[src/rtl/bomb_pkg.sv]
// Shared types and widths for the bomb-game round controller and its helpers.
package bomb_pkg;

  localparam int TIME_W = 8;
  localparam int TRY_W  = 4;

  typedef enum logic [2:0] {
    S_IDLE  = 3'd0,
    S_SHOW  = 3'd1,
    S_INPUT = 3'd2,
    S_WIN   = 3'd3,
    S_LOSE  = 3'd4
  } state_t;

  // Countdown load never drops below one second and never exceeds the display range.
  function automatic logic [TIME_W-1:0] clamp_time(input int t);
    if (t < 1)        return TIME_W'(1);
    else if (t > 255) return TIME_W'(255);
    else              return TIME_W'(t);
  endfunction

endpackage

[src/rtl/bomb_round_ctrl_if.sv]
// Board-side and game-block-side signals of the round controller, grouped as one bus.
interface bomb_round_ctrl_if #(
  parameter int LEVELS = 4
);
  import bomb_pkg::*;

  localparam int LVL_W = (LEVELS > 1) ? $clog2(LEVELS) : 1;

  logic                sw_arm;
  logic                btn_start;
  logic                end_of_show;
  logic                try_valid;
  logic                try_ok;
  logic                face_done;
  logic                rnd_load;
  logic                showing;
  logic                start_input;
  logic                bomb_on;
  logic [TIME_W-1:0]   time_left;
  logic [TRY_W-1:0]    tries_left;
  logic [LVL_W-1:0]    level;
  logic                win;
  logic                fail;
  logic [2:0]          state_o;

  modport master (
    output sw_arm, btn_start, end_of_show, try_valid, try_ok, face_done,
    input  rnd_load, showing, start_input, bomb_on, time_left, tries_left,
           level, win, fail, state_o
  );

  modport slave (
    input  sw_arm, btn_start, end_of_show, try_valid, try_ok, face_done,
    output rnd_load, showing, start_input, bomb_on, time_left, tries_left,
           level, win, fail, state_o
  );

endinterface

[src/rtl/sec_tick_gen.sv]
// One-second tick generator: counts 0..CLK_HZ-1 while enabled, pulses tick on the wrap.
module sec_tick_gen #(
  parameter int CLK_HZ = 1000
) (
  input  logic clk,
  input  logic rst_n,
  input  logic en,
  input  logic clr,
  output logic tick
);

  localparam int CNT_W = (CLK_HZ > 1) ? $clog2(CLK_HZ) : 1;
  localparam logic [CNT_W-1:0] LAST = CNT_W'(CLK_HZ - 1);

  logic [CNT_W-1:0] cnt_q;

  assign tick = en && !clr && (cnt_q == LAST);

  always_ff @(posedge clk or negedge rst_n) begin
    if (!rst_n) begin
      cnt_q <= '0;
    end else if (clr) begin
      cnt_q <= '0;
    end else if (en) begin
      cnt_q <= tick ? '0 : cnt_q + 1'b1;
    end
  end

endmodule

[src/rtl/bomb_round_ctrl.sv]
// Round sequencer for the bomb game: IDLE -> SHOW -> INPUT -> WIN/LOSE, with its own
// countdown and retry counter. Define BOMB_LEVEL_EN to enable difficulty levels.
//
//   state   | meaning
//   --------+-------------------------------------------------
//   S_IDLE  | waiting for start with arm switch on
//   S_SHOW  | password being displayed, countdown preloaded
//   S_INPUT | user typing, seconds count down, tries counted
//   S_WIN   | correct password, waiting for face animation
//   S_LOSE  | timeout or out of tries, waiting for animation
module bomb_round_ctrl
  import bomb_pkg::*;
#(
  parameter int CLK_HZ     = 1000,
  parameter int TIME_S     = 20,
  parameter int MAX_TRIES  = 3,
  parameter int LEVELS     = 4,
  parameter int LEVEL_STEP = 4
) (
  input logic              clk,
  input logic              rst_n,
  bomb_round_ctrl_if.slave bus
);

  localparam int LVL_W = (LEVELS > 1) ? $clog2(LEVELS) : 1;

  state_t             state_q, state_d;
  logic [TIME_W-1:0]  time_q, time_d, load_time;
  logic [TRY_W-1:0]   tries_q, tries_d;
  logic [LVL_W-1:0]   level_v;
  logic               rnd_q, rnd_d, win_q, win_d, fail_q, fail_d;
  logic               showing_q, input_q, bomb_q;
  logic               in_input, tick;

  assign in_input = (state_q == S_INPUT);

  sec_tick_gen #(.CLK_HZ(CLK_HZ)) u_sec_tick (
    .clk  (clk),
    .rst_n(rst_n),
    .en   (in_input),
    .clr  (!in_input),
    .tick (tick)
  );

`ifdef BOMB_LEVEL_EN
  logic [LVL_W-1:0] level_q, level_d;
  assign level_v = level_q;
`else
  assign level_v = '0;
`endif

  assign load_time = clamp_time(TIME_S - int'(level_v) * LEVEL_STEP);

  always_comb begin
    state_d = state_q;
    time_d  = time_q;
    tries_d = tries_q;
    rnd_d   = 1'b0;
    win_d   = 1'b0;
    fail_d  = 1'b0;
`ifdef BOMB_LEVEL_EN
    level_d = level_q;
`endif
    if (!bus.sw_arm && state_q != S_IDLE) begin
      state_d = S_IDLE;
    end else begin
      unique case (state_q)
        S_IDLE: begin
          tries_d = TRY_W'(MAX_TRIES);
          if (bus.btn_start && bus.sw_arm) begin
            state_d = S_SHOW;
            rnd_d   = 1'b1;
          end
        end
        S_SHOW: begin
          time_d = load_time;
          if (bus.end_of_show) state_d = S_INPUT;
        end
        S_INPUT: begin
          // A correct answer beats the last tick; the last tick beats a wrong answer.
          if (bus.try_valid && bus.try_ok) begin
            state_d = S_WIN;
            win_d   = 1'b1;
          end else if (tick && time_q <= TIME_W'(1)) begin
            time_d  = '0;
            state_d = S_LOSE;
            fail_d  = 1'b1;
`ifdef BOMB_LEVEL_EN
            level_d = '0;
`endif
          end else begin
            if (tick) time_d = time_q - 1'b1;
            if (bus.try_valid) begin
              if (tries_q <= TRY_W'(1)) begin
                tries_d = '0;
                state_d = S_LOSE;
                fail_d  = 1'b1;
`ifdef BOMB_LEVEL_EN
                level_d = '0;
`endif
              end else begin
                tries_d = tries_q - 1'b1;
              end
            end
          end
        end
        S_WIN: begin
          if (bus.face_done) begin
            state_d = S_IDLE;
`ifdef BOMB_LEVEL_EN
            if (level_q != LVL_W'(LEVELS - 1)) level_d = level_q + 1'b1;
`endif
          end
        end
        S_LOSE: begin
          if (bus.face_done) state_d = S_IDLE;
        end
        default: state_d = S_IDLE;
      endcase
    end
  end

  always_ff @(posedge clk or negedge rst_n) begin
    if (!rst_n) begin
      state_q   <= S_IDLE;
      time_q    <= TIME_W'(TIME_S);
      tries_q   <= TRY_W'(MAX_TRIES);
      rnd_q     <= 1'b0;
      win_q     <= 1'b0;
      fail_q    <= 1'b0;
      showing_q <= 1'b0;
      input_q   <= 1'b0;
      bomb_q    <= 1'b0;
`ifdef BOMB_LEVEL_EN
      level_q   <= '0;
`endif
    end else begin
      state_q   <= state_d;
      time_q    <= time_d;
      tries_q   <= tries_d;
      rnd_q     <= rnd_d;
      win_q     <= win_d;
      fail_q    <= fail_d;
      showing_q <= (state_d == S_SHOW);
      input_q   <= (state_d == S_INPUT);
      bomb_q    <= (state_d == S_SHOW) || (state_d == S_INPUT);
`ifdef BOMB_LEVEL_EN
      level_q   <= level_d;
`endif
    end
  end

  assign bus.rnd_load    = rnd_q;
  assign bus.showing     = showing_q;
  assign bus.start_input = input_q;
  assign bus.bomb_on     = bomb_q;
  assign bus.time_left   = time_q;
  assign bus.tries_left  = tries_q;
  assign bus.level       = level_v;
  assign bus.win         = win_q;
  assign bus.fail        = fail_q;
  assign bus.state_o     = state_q;

endmodule

[src/flat_wrapper.sv]
// flat-port wrapper written by rule: the top's interface ports become plain ports
module bomb_round_ctrl_flat import bomb_pkg::*;
#(
  parameter int CLK_HZ     = 1000,
  parameter int TIME_S     = 20,
  parameter int MAX_TRIES  = 3,
  parameter int LEVELS     = 4,
  parameter int LEVEL_STEP = 4
)
  (clk, rst_n, bus_sw_arm, bus_btn_start, bus_end_of_show, bus_try_valid, bus_try_ok, bus_face_done, bus_rnd_load, bus_showing, bus_start_input, bus_bomb_on, bus_time_left, bus_tries_left, bus_level, bus_win, bus_fail, bus_state_o);
  bomb_round_ctrl_if #(.LEVELS(LEVELS)) bus_i ();
  input logic clk;
  input logic rst_n;
  input wire logic [$bits(bus_i.sw_arm)-1:0] bus_sw_arm;
  input wire logic [$bits(bus_i.btn_start)-1:0] bus_btn_start;
  input wire logic [$bits(bus_i.end_of_show)-1:0] bus_end_of_show;
  input wire logic [$bits(bus_i.try_valid)-1:0] bus_try_valid;
  input wire logic [$bits(bus_i.try_ok)-1:0] bus_try_ok;
  input wire logic [$bits(bus_i.face_done)-1:0] bus_face_done;
  output wire logic [$bits(bus_i.rnd_load)-1:0] bus_rnd_load;
  output wire logic [$bits(bus_i.showing)-1:0] bus_showing;
  output wire logic [$bits(bus_i.start_input)-1:0] bus_start_input;
  output wire logic [$bits(bus_i.bomb_on)-1:0] bus_bomb_on;
  output wire logic [$bits(bus_i.time_left)-1:0] bus_time_left;
  output wire logic [$bits(bus_i.tries_left)-1:0] bus_tries_left;
  output wire logic [$bits(bus_i.level)-1:0] bus_level;
  output wire logic [$bits(bus_i.win)-1:0] bus_win;
  output wire logic [$bits(bus_i.fail)-1:0] bus_fail;
  output wire logic [$bits(bus_i.state_o)-1:0] bus_state_o;
  assign bus_i.sw_arm = bus_sw_arm;
  assign bus_i.btn_start = bus_btn_start;
  assign bus_i.end_of_show = bus_end_of_show;
  assign bus_i.try_valid = bus_try_valid;
  assign bus_i.try_ok = bus_try_ok;
  assign bus_i.face_done = bus_face_done;
  assign bus_rnd_load = bus_i.rnd_load;
  assign bus_showing = bus_i.showing;
  assign bus_start_input = bus_i.start_input;
  assign bus_bomb_on = bus_i.bomb_on;
  assign bus_time_left = bus_i.time_left;
  assign bus_tries_left = bus_i.tries_left;
  assign bus_level = bus_i.level;
  assign bus_win = bus_i.win;
  assign bus_fail = bus_i.fail;
  assign bus_state_o = bus_i.state_o;
  bomb_round_ctrl #(.CLK_HZ(CLK_HZ), .TIME_S(TIME_S), .MAX_TRIES(MAX_TRIES), .LEVELS(LEVELS), .LEVEL_STEP(LEVEL_STEP)) u_core (.clk(clk), .rst_n(rst_n), .bus(bus_i));
endmodule
[config.mk]
export PLATFORM = sky130hd
export DESIGN_NAME = bomb_round_ctrl_flat
export DESIGN_NICKNAME = d
export VERILOG_FILES = /design/src/rtl/bomb_pkg.sv /design/src/rtl/bomb_round_ctrl_if.sv /design/src/rtl/sec_tick_gen.sv /design/src/rtl/bomb_round_ctrl.sv /design/src/flat_wrapper.sv
export SDC_FILE = /design/constraint.sdc
export NUM_CORES = 1
export LEC_CHECK = 0
export CORE_ASPECT_RATIO = 0.7
export CORE_MARGIN = 1
export CORE_UTILIZATION = 40
export CTS_CLUSTER_SIZE = 20
export DETAILED_ROUTE_END_ITERATION = 7
export PLACE_DENSITY = 0.67
export SLEW_MARGIN = 20
export SYNTH_ARGS = -nofsm -noshare
export SYNTH_HDL_FRONTEND = slang
export SYNTH_HIERARCHICAL = 1
export SYNTH_SLANG_ARGS = --single-unit
[constraint.sdc]
create_clock -name clk -period 2.95 [get_ports clk]
set_clock_uncertainty 0.15 [all_clocks]
set_input_delay 0.4425 -clock clk [delete_from_list [all_inputs] [get_ports clk]]
set_output_delay 0.4425 -clock clk [all_outputs]
set_load 0.01 [all_outputs]
==> results of run 1 <==
## registers in the layout (all words and copies together) (netlist names)
name,count
u_core/bus.fail,1
u_core/u_sec_tick/cnt_q,10
u_core/bus.time_left,8
u_core/bus.bomb_on,1
u_core/bus.tries_left,4
u_core/bus.showing,1
u_core/bus.start_input,1
u_core/bus.win,1
u_core/bus.rnd_load,1
u_core/bus.state_o,3
## cell type report
type / instances / area [um2]
inverter: 10 / 38.8
sequential: 31 / 781
timing repair buffer: 45 / 408
tap: 55 / 68.8
multi-input combinational: 149 / 1010
fill: 391 / 1970
clock buffer: 8 / 80.1
## cell families after synthesis
family | synth area share (%)
mux | 1.85
buf+inv | 5.07
xor+xnor | 0.960
fa+ha+maj | 3.43
compound gates | 17.8
simple gates | 28.0
other cells | 0.205
flops | 42.8
## synthesized netlist by cell type (all sizes together), types with 2 or more instances
library cell | instances | share of area (%)
dfstp | 4 | 5.8
ha | 5 | 3.4
o2bb2ai | 2 | 0.96
nor4 | 4 | 1.7
and2 | 2 | 0.69
mux2 | 3 | 1.9
or4b | 2 | 1.3
o311ai | 2 | 0.96
buf | 5 | 1.6
or4 | 3 | 1.2
a31oi | 2 | 0.69
a211oi | 2 | 0.82
nand2 | 17 | 3.6
o41ai | 2 | 0.96
a21oi | 11 | 3.0
nand4bb | 2 | 1.2
nor3 | 7 | 1.9
or3 | 5 | 2.3
nor2 | 17 | 3.5
nand2b | 6 | 2.1
and3 | 2 | 0.69
xor2 | 2 | 0.96
o31ai | 3 | 1.5
o21ai | 18 | 4.9
nand3 | 8 | 2.5
clkbuf | 5 | 1.3
nor2b | 2 | 0.69
nand4 | 4 | 1.7
dfrtp | 27 | 37
inv | 9 | 1.9
## placed cells by master (no fill, tap or decap), drive strengths merged, types with 6 or more instances in the layout
master	count
a21oi	11
dfrtp	27
nand3	8
nand2	17
clkbuf	8
o21ai	18
buf	17
clkdlybuf4s50	28
nand2b	6
nor3	7
nor2	17
inv	9
## final timing paths
kind,start,end,slack [ps],cells past startpoint
max,u_core/bus.state_o[2]$_DFF_PN0_,u_core/bus.tries_left[1]$_DFFE_PN1P_,80,9
min,rst_n,u_core/bus.time_left[7]$_DFFE_PN0P_,400,2
max reg2reg,u_core/bus.state_o[2]$_DFF_PN0_,u_core/bus.tries_left[1]$_DFFE_PN1P_,80,9
min reg2reg,u_core/bus.time_left[5]$_DFFE_PN0P_,u_core/bus.time_left[5]$_DFFE_PN0P_,400,1
max in group asynchronous,rst_n,u_core/bus.time_left[4]$_DFFE_PN1P_,1930,2
min in group clk,u_core/bus.time_left[5]$_DFFE_PN0P_,u_core/bus.time_left[5]$_DFFE_PN0P_,400,1
## power by group
| part | switching, mW | internal, mW | total [mW] |
|---|---|---|---|
| combinational | 0.471 | 0.382 | 0.854 |
| sequential | 0.0920 | 0.528 | 0.620 |
| clock | 0.155 | 0.167 | 0.322 |
| total | 0.718 | 1.08 | 1.80 |
## repair_timing
item / 4_1_cts / 5_1_grt
setup endpoints to repair: 0 / 10
gates resized for setup: 0 / 9
setup buffers: 0 / 4
## metrics by stage
step	hold WS [ps]	power, mW	worst slack [ps]	cells
finish	396	1.80	82.1	298
global route	414	1.92	-2.61	298
CTS	384	1.75	0.251	294
detailed placement	369	1.42	24.8	286
global placement	365	1.42	83.6	286
floorplan	-3.09	1.08	23.3	200
## per-layer routing
metal	wire length [um]	global-route usage, %	up-vias
li1	-	-	813
met1	2330	32.6	808
met2	1870	26.3	59
met3	346	4.65	6
met4	66	7.39	0
met5	0	0	-
==> summary.txt, run 1 <==
Run status
  – Status: finished, final reports clean

Clock network
  – CTS Buf Count: 5
  – Clock Tree Root: clkbuf_8
  – Clock Latency Late Sink: slightly below 300 ps
  – Hold_buf cts: 0
  – TritonCTS Sinks: 31
  – H-tree depth: 2
  – CTS tree: done
  – Reg clk slew, reported paths: 70 ps
  – Maximum root-to-sink buffer count: 2

Global route
  – GRT Resource Usage Total: 20.5%
  – Initial antenna violation count: 0
  – Largest net degree at the start of global routing: 32
  – Vias in the first global route: about 1.4k
  – Total grt overflow: 0
  – Wire length of the first global-routing pass: approximately 7000 um

Routing
  – Avg Vias per Cell: between 5 and 6
  – DRT iter0 DRCs: 151
  – DR WL/cell: between 15 and 20 um
  – DRT Pass-1 Iters: 4
  – DRC: 0
  – Drt total wl: 4610 um
  – Routed via count: roughly 1.7k
  – Final ANT Viol Nets: 0

Critical path
  – Family with the most delay on the worst path: simple AND/OR/NAND/NOR gates
  – Type of origin of the critical path: flip-flop
  – Critical Path RT: 3010 ps
  – Critical path buffers and inverters: 1
  – Critical path class: flip-flop to flip-flop
  – Critical path arrival: about 2900 ps
  – Slowest cell on the critical path: or4b_4
  – Crit Path Max Fanout: 10
  – Setup crit end kind: flip-flop
  – Crit path largest cell delay: 520 ps
  – Cell Chain, Critical Path: nor2_4, nand2_4, clkinv_2, nand4_1, nor3_4, or4b_4, or4_4, nand3_4, mux2_2

Layout
  – End-of-flow core utilization: approximately 55%
  – Design area: around 2400 um2
  – Area Growth Syn to Fin: 30.6%
  – Antenna diodes: 0
  – Share of cells above drive strength 1: a little under a fifth
  – # nets final: 255

Placement
  – Gpl congestion: around 0.83
  – DP HPWL: roughly 3200 um
  – I/O Buffers: 28
  – Dpl cell area: 2230 um2

Run
  – MaxCap Viol Count: 0

Synthesis
  – Synth Register Bits: 31
  – Mapped cell area: ~1800 um2
  – Asr flop ratio synth: between 90% and 100%
  – Number of flops mapped to enable cells by yosys: 0
  – Yosys warning count: 6
  – Cells after synthesis: 199
  – Ys flop type: dfrtp_1
  – Sequential fraction of the synthesis area: between 40% and 50%
  – Synth unique cells: between 50 and 60
  – Syn avg cell area: about 9.2 um2

Timing
  – Worst slew margin: 66.6%
  – Setup violations, final: 0
  – Final hold viol count: 0
  – Slew @ Worst Pin: between 400 and 500 ps
  – Final Cycle Share: between 90% and 100%
  – Setup Total Neg Slack: 0 ps
  – Final Max Slew Viols: 0
  – Max Fclk: roughly 350 MHz
  – Min cycle time layout: roughly 2900 ps

Power
  – Leak: ~1 nW
  – VDD IR-drop max: roughly 510 uV
  – P per Cell Area: ~750 nW/um2

Die
  – Chip Width: around 83 um
  – Total Die Area: about 4800 um2
  – Ports: 31
  – Row count: 20
  – Die Span Y: slightly below 60 um
  – Starting Density: a little over two fifths
  – Placeable Area: about 4400 um2

Hold path
  – Worst Hold Class: input pin to asynchronous set/reset pin
Power figures use the tool's default switching activity.
==> inputs of run 2 (changes only) <==
--- a/config.mk
+++ b/config.mk
@@ -5,6 +5,7 @@
 export SDC_FILE = /design/constraint.sdc
 export NUM_CORES = 1
 export LEC_CHECK = 0
+export CAP_MARGIN = 20
 export CORE_ASPECT_RATIO = 0.7
 export CORE_MARGIN = 1
 export CORE_UTILIZATION = 40
==> results of run 2 <==
No change in the layout: final DEF, timing and power equal those of run 1.
==> inputs of run 3 (changes only) <==
--- a/config.mk
+++ b/config.mk
@@ -5,13 +5,14 @@
 export SDC_FILE = /design/constraint.sdc
 export NUM_CORES = 1
 export LEC_CHECK = 0
+export ABC_AREA = 1
 export CAP_MARGIN = 20
 export CORE_ASPECT_RATIO = 0.7
 export CORE_MARGIN = 1
 export CORE_UTILIZATION = 40
 export CTS_CLUSTER_SIZE = 20
 export DETAILED_ROUTE_END_ITERATION = 7
-export PLACE_DENSITY = 0.67
+export PLACE_DENSITY = 0.65
 export SLEW_MARGIN = 20
 export SYNTH_ARGS = -nofsm -noshare
 export SYNTH_HDL_FRONTEND = slang
==> constraint.sdc (replaced) <==
create_clock -name clk -period 3.4 [get_ports clk]
set_clock_uncertainty 0.15 [all_clocks]
set_input_delay 0.51 -clock clk [delete_from_list [all_inputs] [get_ports clk]]
set_output_delay 0.51 -clock clk [all_outputs]
set_load 0.01 [all_outputs]
==> summary.txt, run 3 <==
Timing
  – Final Cycle Share: 68.7% (-29 points)
  – Slew @ Worst Pin: 614 ps (+117 ps)
  – Max Fclk: 428 MHz (+23%)
  – Worst slew margin: 58.9% (-7.6 points)
  – Final Max Slew Viols: 0 (unchanged)
  – Min cycle time layout: 2330 ps (-533 ps)
  – RSZ-0062 raised after global routing: no
  – Setup Total Neg Slack: 0 ps (unchanged)
  – Setup violations, final: 0 (unchanged)
  – Final hold viol count: 0 (unchanged)

Critical path
  – CP dominant cell by count: nand2_1
  – Crit Path Max Fanout: 10 (unchanged)
  – Critical path arrival: 2380 ps (-550 ps)
  – Slowest cell on the critical path: dfrtp_1
  – Crit path largest cell delay: 440 ps (-80 ps)
  – Critical path class: flip-flop to flip-flop
  – Type of origin of the critical path: flip-flop
  – Critical path buffers and inverters: 3 (+2)
  – Reg2reg setup slack: 1070 ps (+980 ps)
  – Critical Path RT: 3440 ps (+430 ps)
  – Cell Chain, Critical Path: inv_2, nand2_4, nor2_8, inv_1, inv_1, nand2_1, nor2_1, nand2_1, nor2_1, nand2_1, nand2_1, nand2_1, nand2_2, nor2_1, a22oi_1
  – Family with the most delay on the worst path: simple AND/OR/NAND/NOR gates
  – Setup crit end kind: flip-flop

Placement
  – Gpl congestion: 0.843 (+1.6%)
  – DP Cell Count: 320 (+12%)
  – Dpl cell area: 2160 um2 (-3.0%)
  – DP HPWL: 2820 um (-13%)
  – I/O Buffers: 28 (unchanged)

Global route
  – GRT Resource Usage Total: 17.4% (-3.0 points)
  – Wire length of the first global-routing pass: 6400 um (-11%)
  – Vias in the first global route: 1,425 (+3.5%)
  – Total grt overflow: 0 (unchanged)
  – Initial antenna violation count: 0 (unchanged)
  – Largest net degree at the start of global routing: 32 (unchanged)

Synthesis
  – Top cell type's share of synthesized area: 37.2% (+0.18 points)
  – Sequential fraction of the synthesis area: 43.0% (+0.21 points)
  – Number of flops mapped to enable cells by yosys: 0 (unchanged)
  – Asr flop ratio synth: 100% (unchanged)
  – Ys flop type: dfrtp_1
  – Mapped cell area: 1820 um2 (-0.48%)
  – Synth Register Bits: 31 (unchanged)
  – Yosys top cell by area: dfrtp_1
  – Syn avg cell area: 7.67 um2 (-16%)
  – Yosys warning count: 6 (unchanged)
  – Synth unique cells: 28 (-51%)
  – Synth area leaders: dfrtp_1 37%, nand2_1 13%, inv_1 7.0%, dfstp_2 5.8%, nor2_1 5.6%
  – Most frequent cells after synthesis: 63 x nand2_1, 34 x inv_1, 27 x dfrtp_1, 27 x nor2_1, 17 x nand3_1
  – Cells after synthesis: 237 (+19%)
  – Count leader, synth: nand2_1

Die
  – Ports: 31 (unchanged)
  – Chip Width: 82.6 um (-0.24%)
  – Placeable Area: 4350 um2 (unchanged)
  – Die Span Y: 58.4 um (-0.23%)
  – Row count: 20 (unchanged)
  – Starting Density: 41.7% (-0.20 points)
  – Total Die Area: 4820 um2 (-0.47%)

Layout
  – Reg with most FFs: u_core/u_sec_tick/cnt_q
  – Reg area: 781 um2 (unchanged)
  – Antenna diodes: 0 (unchanged)
  – # nets final: 285 (+12%)
  – Commonest non-fill, non-tap cell in the layout: nand2_1
  – Number of fill cells: 427 (+9.2%)
  – Share of cells above drive strength 1: 12.1% (-6.8 points)
  – Non-Filler Instances: 328 (+10%)
  – Area Growth Syn to Fin: 23.9%
  – Multi-input logic area: 886 um2 (-12%)
  – Max reg flops: 10 (unchanged)
  – Commonest cells after routing, fill and taps aside: 63 x nand2_1, 34 x inv_1, 28 x clkdlybuf4s50_1
  – Design area: 2250 um2 (-5.6%)

Clock network
  – Hold_buf cts: 0 (unchanged)
  – Post-CTS sizing: 0 (unchanged)
  – H-tree depth: 2 (unchanged)
  – Maximum root-to-sink buffer count: 2 (unchanged)
  – Reg clk slew, reported paths: 70 ps (about the same)
  – Clock Tree Root: clkbuf_8
  – CTS Buf Count: 5 (unchanged)
  – Setup bufs post-CTS: 0 (unchanged)
  – Clock Latency Late Sink: 280 ps (about the same)
  – CTS tree: done
  – TritonCTS Sinks: 31 (unchanged)

Routing
  – Met1 wire length: 2000 um (-14%)
  – DRT iter0 DRCs: 128 (-15%)
  – Metal3 WL: 217 um (-37%)
  – Avg Vias per Cell: 4.81 (-15%)
  – DRC: 0 (unchanged)
  – DR WL met2: 1520 um (-19%)
  – Max Used Layer: met4
  – DRT Pass-1 Iters: 4 (unchanged)
  – Final ANT Viol Nets: 0 (unchanged)
  – Drt total wl: 3750 um (-19%)
  – DR WL/cell: 11.4 um (-26%)
  – Routed via count: 1,577 (-6.5%)

Run status
  – Status: finished, final reports clean

Power
  – VDD IR-drop max: 312 uV (-39%)
  – P per Cell Area: 644 nW/um2 (-15%)
  – Leak: 1.13 nW (+14%)

Hold path
  – Worst Hold Class: flip-flop to flip-flop

Run
  – MaxCap Viol Count: 0 (unchanged)
==> run 3: cell types whose count changed after synthesis, sizes merged, moves of 6 or more <==
cell,before,now
inv,9,37
nor2,17,30
o21ai,18,11
nand3,8,18
nand2,17,72
nand2b,6,0
==> run 3: cell type report <==
class | instances | share of cell area [%]
multi-input combinational | 168 | 39.4
sequential | 31 | 34.7
timing repair buffer | 29 | 12.8
inverter | 37 | 6.17
clock buffer | 5 | 3.06
tap | 55 | 3.06
clock inverter | 3 | 0.889
==> run 3: logic make-up (layout without fill, tap and decap cells) <==
group                    after synthesis  count (layout)  share of synthesized area, %
buffers and inverters                 39              74                          8.47
AND/OR/NAND/NOR                      130             130                          34.2
adder cells (fa/ha/maj)                5               5                          3.44
flip-flops                            31              31                          43.0
AO/OA/AOI/OAI                         28              28                          9.30
other                                  1               2                         0.206
XOR/XNOR                               3               3                          1.45
==> run 3: metrics by stage <==
step	hold slack (ps)	setup slack [ps]	utilization, %	power (mW)
floorplan	64.4	1320	-	0.927
finish	357	1070	51.7	1.45
CTS	361	1030	51.7	1.47
global placement	339	1100	49.7	1.16
global route	388	822	51.7	1.57
detailed placement	342	1090	49.7	1.17
==> run 3: worst min-delay path: cells and delay by family (launching register included) <==
kind | cells | cell delay, ps
flops | 1 | 370
simple gates | 2 | 110
==> run 3: power by group <==
part / switching (mW) / internal [mW]
Clock: 0.144 / 0.142
Combinational: 0.390 / 0.265
Sequential: 0.0584 / 0.450
==> run 3: final timing paths <==
path | from | cells past startpoint | to
setup / recovery | u_core/bus.state_o[0]$_DFF_PN0_ | 15 | u_core/bus.tries_left[0]$_DFFE_PN1P_
hold / removal | u_core/u_sec_tick/cnt_q[6]$_DFFE_PN0P_ | 2 | u_core/u_sec_tick/cnt_q[6]$_DFFE_PN0P_
setup reg to reg | u_core/bus.state_o[0]$_DFF_PN0_ | 15 | u_core/bus.tries_left[0]$_DFFE_PN1P_
hold reg to reg | u_core/u_sec_tick/cnt_q[6]$_DFFE_PN0P_ | 2 | u_core/u_sec_tick/cnt_q[6]$_DFFE_PN0P_
max in group asynchronous | rst_n | 2 | u_core/bus.time_left[2]$_DFFE_PN1P_
min in group asynchronous | rst_n | 2 | u_core/u_sec_tick/cnt_q[5]$_DFFE_PN0P_
==> run 3: per-layer routing <==
metal  global-route usage, %  vias to the layer above
li1                        -                      821
met1                    26.3                      710
met2                    24.3                       44
met3                    5.12                        2
met4                    4.43                        0
met5                       0                        -
==> edit 1: new RTL, flow settings as in run 1 <==
Reset style: synchronous (`rst_n`), changed in 2 clocked blocks.
--- a/src/rtl/sec_tick_gen.sv
+++ b/src/rtl/sec_tick_gen.sv
@@ -18,3 +18,3 @@
 
-  always_ff @(posedge clk or negedge rst_n) begin
+  always_ff @(posedge clk) begin
     if (!rst_n) begin
--- a/src/rtl/bomb_round_ctrl.sv
+++ b/src/rtl/bomb_round_ctrl.sv
@@ -122,3 +122,3 @@
 
-  always_ff @(posedge clk or negedge rst_n) begin
+  always_ff @(posedge clk) begin
     if (!rst_n) begin
Formal check against the unedited RTL: differs if rst_n is asserted again (counterexample within 4 cycles, from zero or initial values and one cycle with rst_n low); with rst_n held inactive, the same outputs for 10 cycles.
==> edit 1 against run 1 <==
  * Worst hold slack lost 74 ps
  * Routed wire length is 18% lower
  * Die area fell by 5.2%
  * Largest cell class unchanged
  * Area after synthesis shrank 5.3%
  * Critical endpoint is now u_core/bus.bomb_on
  * Worst setup slack improved by 240 ps
  * Fmax is 9.1% higher
  * Sequential cell count did not move
  * Design area shrank 9.6%
Power is not compared: it rests on default switching activity, and its combinational part moved more than twofold at a synthesized area within 25%.
==> edit 1: results (changes against run 1) <==
** Global routing
- Wire length of the first global-routing pass :: 6.486 mm (was 7.162 mm)
- Pin count of the biggest net entering global routing :: 22 (was 32)
- The number of global-route vias before repair is 1389 (was 1377).

** Setup path
- The master of the slowest instance on the critical path is sky130_fd_sc_hd__dfxtp_1 (was sky130_fd_sc_hd__or4b_4).
- Setup slack on the worst flop-to-flop path :: 320 ps (was 80 ps)
- Endpoint of the lowest-slack register-to-register path :: u_core/bus.bomb_on (was u_core/bus.tries_left[1])
- The data arrival time of the worst path came to 2630 ps (was 2930 ps).
- The top fanout value on the critical path came to 8 (was 10).
- The start of the worst register-to-register path is u_core/bus.state_o[1] (was u_core/bus.state_o[2]).

** Routing
- WL per Instance :: 13.15 um (was 15.48 um)
- The count of routing violations after the opening detailed-route iteration was 58 (was 151).
- Amount of wire on met3 after detailed routing :: 185 um (was 346 um)

** Logic synthesis
- List of most frequent post-synthesis cells :: sky130_fd_sc_hd__dfxtp_1 (31), sky130_fd_sc_hd__nand2_1 (18), sky130_fd_sc_hd__nor2_1 (18) (was sky130_fd_sc_hd__dfrtp_1 (27), sky130_fd_sc_hd__nor2_1 (17), sky130_fd_sc_hd__nand2_1 (16), sky130_fd_sc_hd__o21ai_0 (16), sky130_fd_sc_hd__a21oi_1 (11))
- Number of distinct standard cells referenced by the synthesized netlist :: 59 (was 57)
- Area contributors post-synth :: sky130_fd_sc_hd__dfxtp_1 (36%), sky130_fd_sc_hd__nand2_1 (3.9%), sky130_fd_sc_hd__nor2_1 (3.9%) (was sky130_fd_sc_hd__dfrtp_1 (37%), sky130_fd_sc_hd__dfstp_2 (5.8%), sky130_fd_sc_hd__o21ai_0 (4.4%))
- The synthesized-area fraction occupied by ao, oa, aoi and oai cells came to 0.1738 (was 0.1775).
- The proportion of synthesized area in mux cells is 0.02390 (was 0.01851).
- Post-Syn Instances :: 203 (was 199)
- The xor and xnor fraction of the mapped netlist area is 0.03041 (was 0.009596).
- Portion of the post-synthesis area used by sequential elements :: 0.3592 (was 0.4277)

** Layout
- Count of fill cells added during filler insertion :: 370 (was 391)
- The non-filler instance count after layout is 289 (was 298).
- Post-layout net count :: 249 (was 255)

** Placement
- The cell count after placement was 281 (was 286).

** Hold path
- Min-Delay Path Class :: reg2reg (was in2async)

** Outcome
- Status: completed (unchanged).
[edit 1: area by class of cell]
class                      count  area, um2  share of cell area
multi-input combinational    152       1010              0.4686
clock inverter                 1      5.005            0.002323
inverter                      10      37.54             0.01742
sequential                    31      620.6              0.2880
clock buffer                   7      76.32             0.03542
tap                           52      65.06             0.03020
timing repair buffer          36      340.3              0.1580
[edit 1: stage by stage]
stage	hold slack, ps	power [mW]	setup WS, ps	area (um2)
2_1_floorplan	288.7	0.5066	78.34	1737
3_5_place_dp	308.6	0.5478	338.4	2073
3_3_place_gp	310.3	0.5495	319.7	2073
6_report	322.3	0.8548	320.8	2155
4_1_cts	318.3	0.8664	325.5	2155
5_1_grt	364.8	0.8952	56.05	2155
[edit 1: layer usage]
metal  up-vias  track usage
met2        31       0.2470
met3         4      0.05280
met5         -            0
met1       722       0.2684
li1        790            -
met4         0      0.06122
[edit 1: worst max-delay path by stage]
stage | start | endpoint | slack [ps]
2_1_floorplan | u_core/bus.state_o[1] | u_core/bus.bomb_on | 80
5_1_grt | u_core/bus.state_o[1] | u_core/bus.bomb_on | 60
3_5_place_dp | u_core/bus.state_o[1] | u_core/bus.bomb_on | 340
4_1_cts | u_core/bus.state_o[1] | u_core/bus.bomb_on | 330
6_report | u_core/bus.state_o[1] | u_core/bus.bomb_on | 320
3_3_place_gp | bus_sw_arm | u_core/bus.time_left[7] | 320
[edit 1: power by group through the flow]
stage / logic (mW) / registers [mW] / clock network, mW
2_1_floorplan: 0.0630 / 0.444 / 0
3_5_place_dp: 0.105 / 0.443 / 0
6_report: 0.106 / 0.434 / 0.315
5_1_grt: 0.117 / 0.435 / 0.344
4_1_cts: 0.106 / 0.434 / 0.327
3_3_place_gp: 0.106 / 0.443 / 0
==> edit 2: new RTL, flow settings as in run 1 <==
Without the edit above. `LEVELS` is set to 4 in 3 places; all go to 8.
--- a/src/rtl/bomb_round_ctrl_if.sv
+++ b/src/rtl/bomb_round_ctrl_if.sv
@@ -2,3 +2,3 @@
 interface bomb_round_ctrl_if #(
-  parameter int LEVELS = 4
+  parameter int LEVELS = 8
 );
--- a/src/rtl/bomb_round_ctrl.sv
+++ b/src/rtl/bomb_round_ctrl.sv
@@ -16,3 +16,3 @@
   parameter int MAX_TRIES  = 3,
-  parameter int LEVELS     = 4,
+  parameter int LEVELS     = 8,
   parameter int LEVEL_STEP = 4
--- a/src/flat_wrapper.sv
+++ b/src/flat_wrapper.sv
@@ -6,3 +6,3 @@
   parameter int MAX_TRIES  = 3,
-  parameter int LEVELS     = 4,
+  parameter int LEVELS     = 8,
   parameter int LEVEL_STEP = 4
Ports: changed (resized bus_level); port bits go from 31 to 32. The function was not compared with the original's and may differ.
==> edit 2 against run 1 <==
  * Sequential cell count unchanged
  * Worst setup slack improved by 34 ps
  * Via count decreased by 0.24%
  * Routed wire length decreased by 2.7%
  * Clock power increased by 13%
  * Design area decreased by 0.42%
  * Total power increased by 1.5%
  * Combinational power decreased by 1%
  * Area after synthesis increased by 0.41%
  * Cell count decreased by 0.67%
  * Largest cell class unchanged
  * Largest power group unchanged
  * Highest routed layer unchanged
==> edit 2: results (changes against run 1) <==
** Outcome
- Status :: completed (unchanged)

** Setup path
- Data arrival, critical path :: 2890 ps (was 2930 ps)
- Crit Path Max Fanout :: 4 (was 10)
- The largest single stage delay on the critical path is 510 ps.
- Start point of the critical path :: u_core/u_sec_tick/cnt_q[0] (was u_core/bus.state_o[2])

** Global routing
- The global-route track usage on met1 came to 0.3221 (was 0.3265).
- The total global routing track utilization came to 0.2016 (was 0.2050).
- Via count of the first global-routing pass :: 1467 (was 1377)
- Met3 usage in global routing :: 0.03927 (was 0.04651)
- Pin count of the biggest net entering global routing :: 32 (unchanged)
- GR Util met2 :: 0.2646 (was 0.2635)
- The first-pass GRT wire length was 7.576 mm (was 7.162 mm).

** Placement
- Worst slack at placement :: 28.81 ps (was 24.84 ps)
- The cell count after placement was 287 (was 286).
- RD Place Congestion :: 0.8894 (was 0.8298)
- HPWL Detailed :: 3.325 mm (was 3.234 mm)
- Post-place instance area :: 2233 um2 (was 2230 um2)

** Layout
- The number of nets in the layout is 253 (was 255).
- The fraction of final layout cells sized beyond drive strength 1 is 0.1826 (was 0.1893).
- Final antenna diode count :: 0 (unchanged)
- The top register by number of flip-flops is u_core/u_sec_tick/cnt_q (unchanged).

** CTS
- Deepest level of the CTS H-tree :: 2 (unchanged)
- Later-pin clock latency in the skew report :: 280 ps
- Buffers from clock root to sink, at most :: 2 (unchanged)
- Number of buffers created by CTS :: 5 (unchanged)

** Logic synthesis
- The synthesized area per cell is 9.165 um2 (was 9.173 um2).
- Area contributors post-synth :: sky130_fd_sc_hd__dfrtp_1 (37%), sky130_fd_sc_hd__dfstp_2 (5.7%), sky130_fd_sc_hd__o21ai_0 (4.4%) (was sky130_fd_sc_hd__dfrtp_1 (37%), sky130_fd_sc_hd__dfstp_2 (5.8%), sky130_fd_sc_hd__o21ai_0 (4.4%))
- The number of warnings printed during yosys synthesis is 6 (unchanged).
- Portion of the post-synthesis area used by sequential elements :: 0.4259 (was 0.4277)

** Routing
- WL per Instance :: 15.16 um (was 15.48 um)
- Amount of wire on met3 after detailed routing :: 327 um (was 346 um)
- The routed length on met2 was 1.697 mm (was 1.871 mm).
- Met1 wire length :: 2.395 mm (was 2.327 mm)
- Number of vias per cell after detailed routing :: 5.682 (was 5.658)
- Number of DRC markers in iteration 0 :: 194 (was 151)
- Total detailed-routing wirelength :: 4.486 mm (was 4.612 mm)
- Highest metal layer with signal wires :: met4 (unchanged)
- Pre-Repair DR Iteration Count :: 6 (was 4)

** Power
- The maximum vdd drop was 0.4525 mV (was 0.5136 mV).
- Leakage power summed over all cells :: 0.9930 nW (was 0.9968 nW)

** Hold path
- Worst min-delay path startpoint :: u_core/bus.time_left[6]
- The type of the tightest min-delay check is reg2reg (was in2async).
## edit 2: cell count changes after synthesis, sizes merged
cell         run 1  this run
buf              5         6
## edit 2: repair_timing
item | in CTS | in global routing
setup endpoints to repair | 0 | 8
setup buffers | 0 | 1
gates resized for setup | 0 | 7
## edit 2: worst max-delay path: cells and delay by family (launching register included)
family                     cells  cell delay (ps)
muxes                          1              350
DFF                            1              350
adders and majority gates      1              190
and+or+nand+nor                6             1720
## edit 2: area by class of cell
cell class,instances,area [um2]
Multi-Input combinational cell,150,999.7
Fill cell,379,2006
Clock buffer,8,100.1
Timing Repair Buffer,42,385.4
Sequential cell,31,780.7
Tap cell,55,68.82
Inverter,10,38.79
## edit 2: final timing paths
path                                       endpoint  slack, ps  cells past startpoint
setup reg to reg           u_core/bus.tries_left[0]        120                      8
setup / recovery           u_core/bus.tries_left[0]        120                      8
max in group asynchronous   u_core/bus.time_left[2]       1920                      2
hold reg to reg             u_core/bus.time_left[6]        390                      1
min in group asynchronous   u_core/bus.time_left[5]        400                      2
hold / removal              u_core/bus.time_left[6]        390                      1
## edit 2: cells by family (layout without fill, tap and decap cells)
family                   count (synthesis)  after routing  share of synthesized area
AO/OA/AOI/OAI                           50             50                     0.1768
XOR/XNOR                                 2              2                   0.009558
adder cells (fa/ha/maj)                  5              5                    0.03413
buffers and inverters                   21             60                    0.05460
flip-flops                              31             31                     0.4259
multiplexers                             3              3                    0.01843
other                                    1              3                   0.002046
AND/OR/NAND/NOR                         87             87                     0.2785
## edit 2: power by group
group | internal (mW) | switching, mW | leakage, nW
Sequential | 0.528 | 0.0896 | 0.413
Clock | 0.213 | 0.150 | 0.0515
Combinational | 0.374 | 0.468 | 0.529
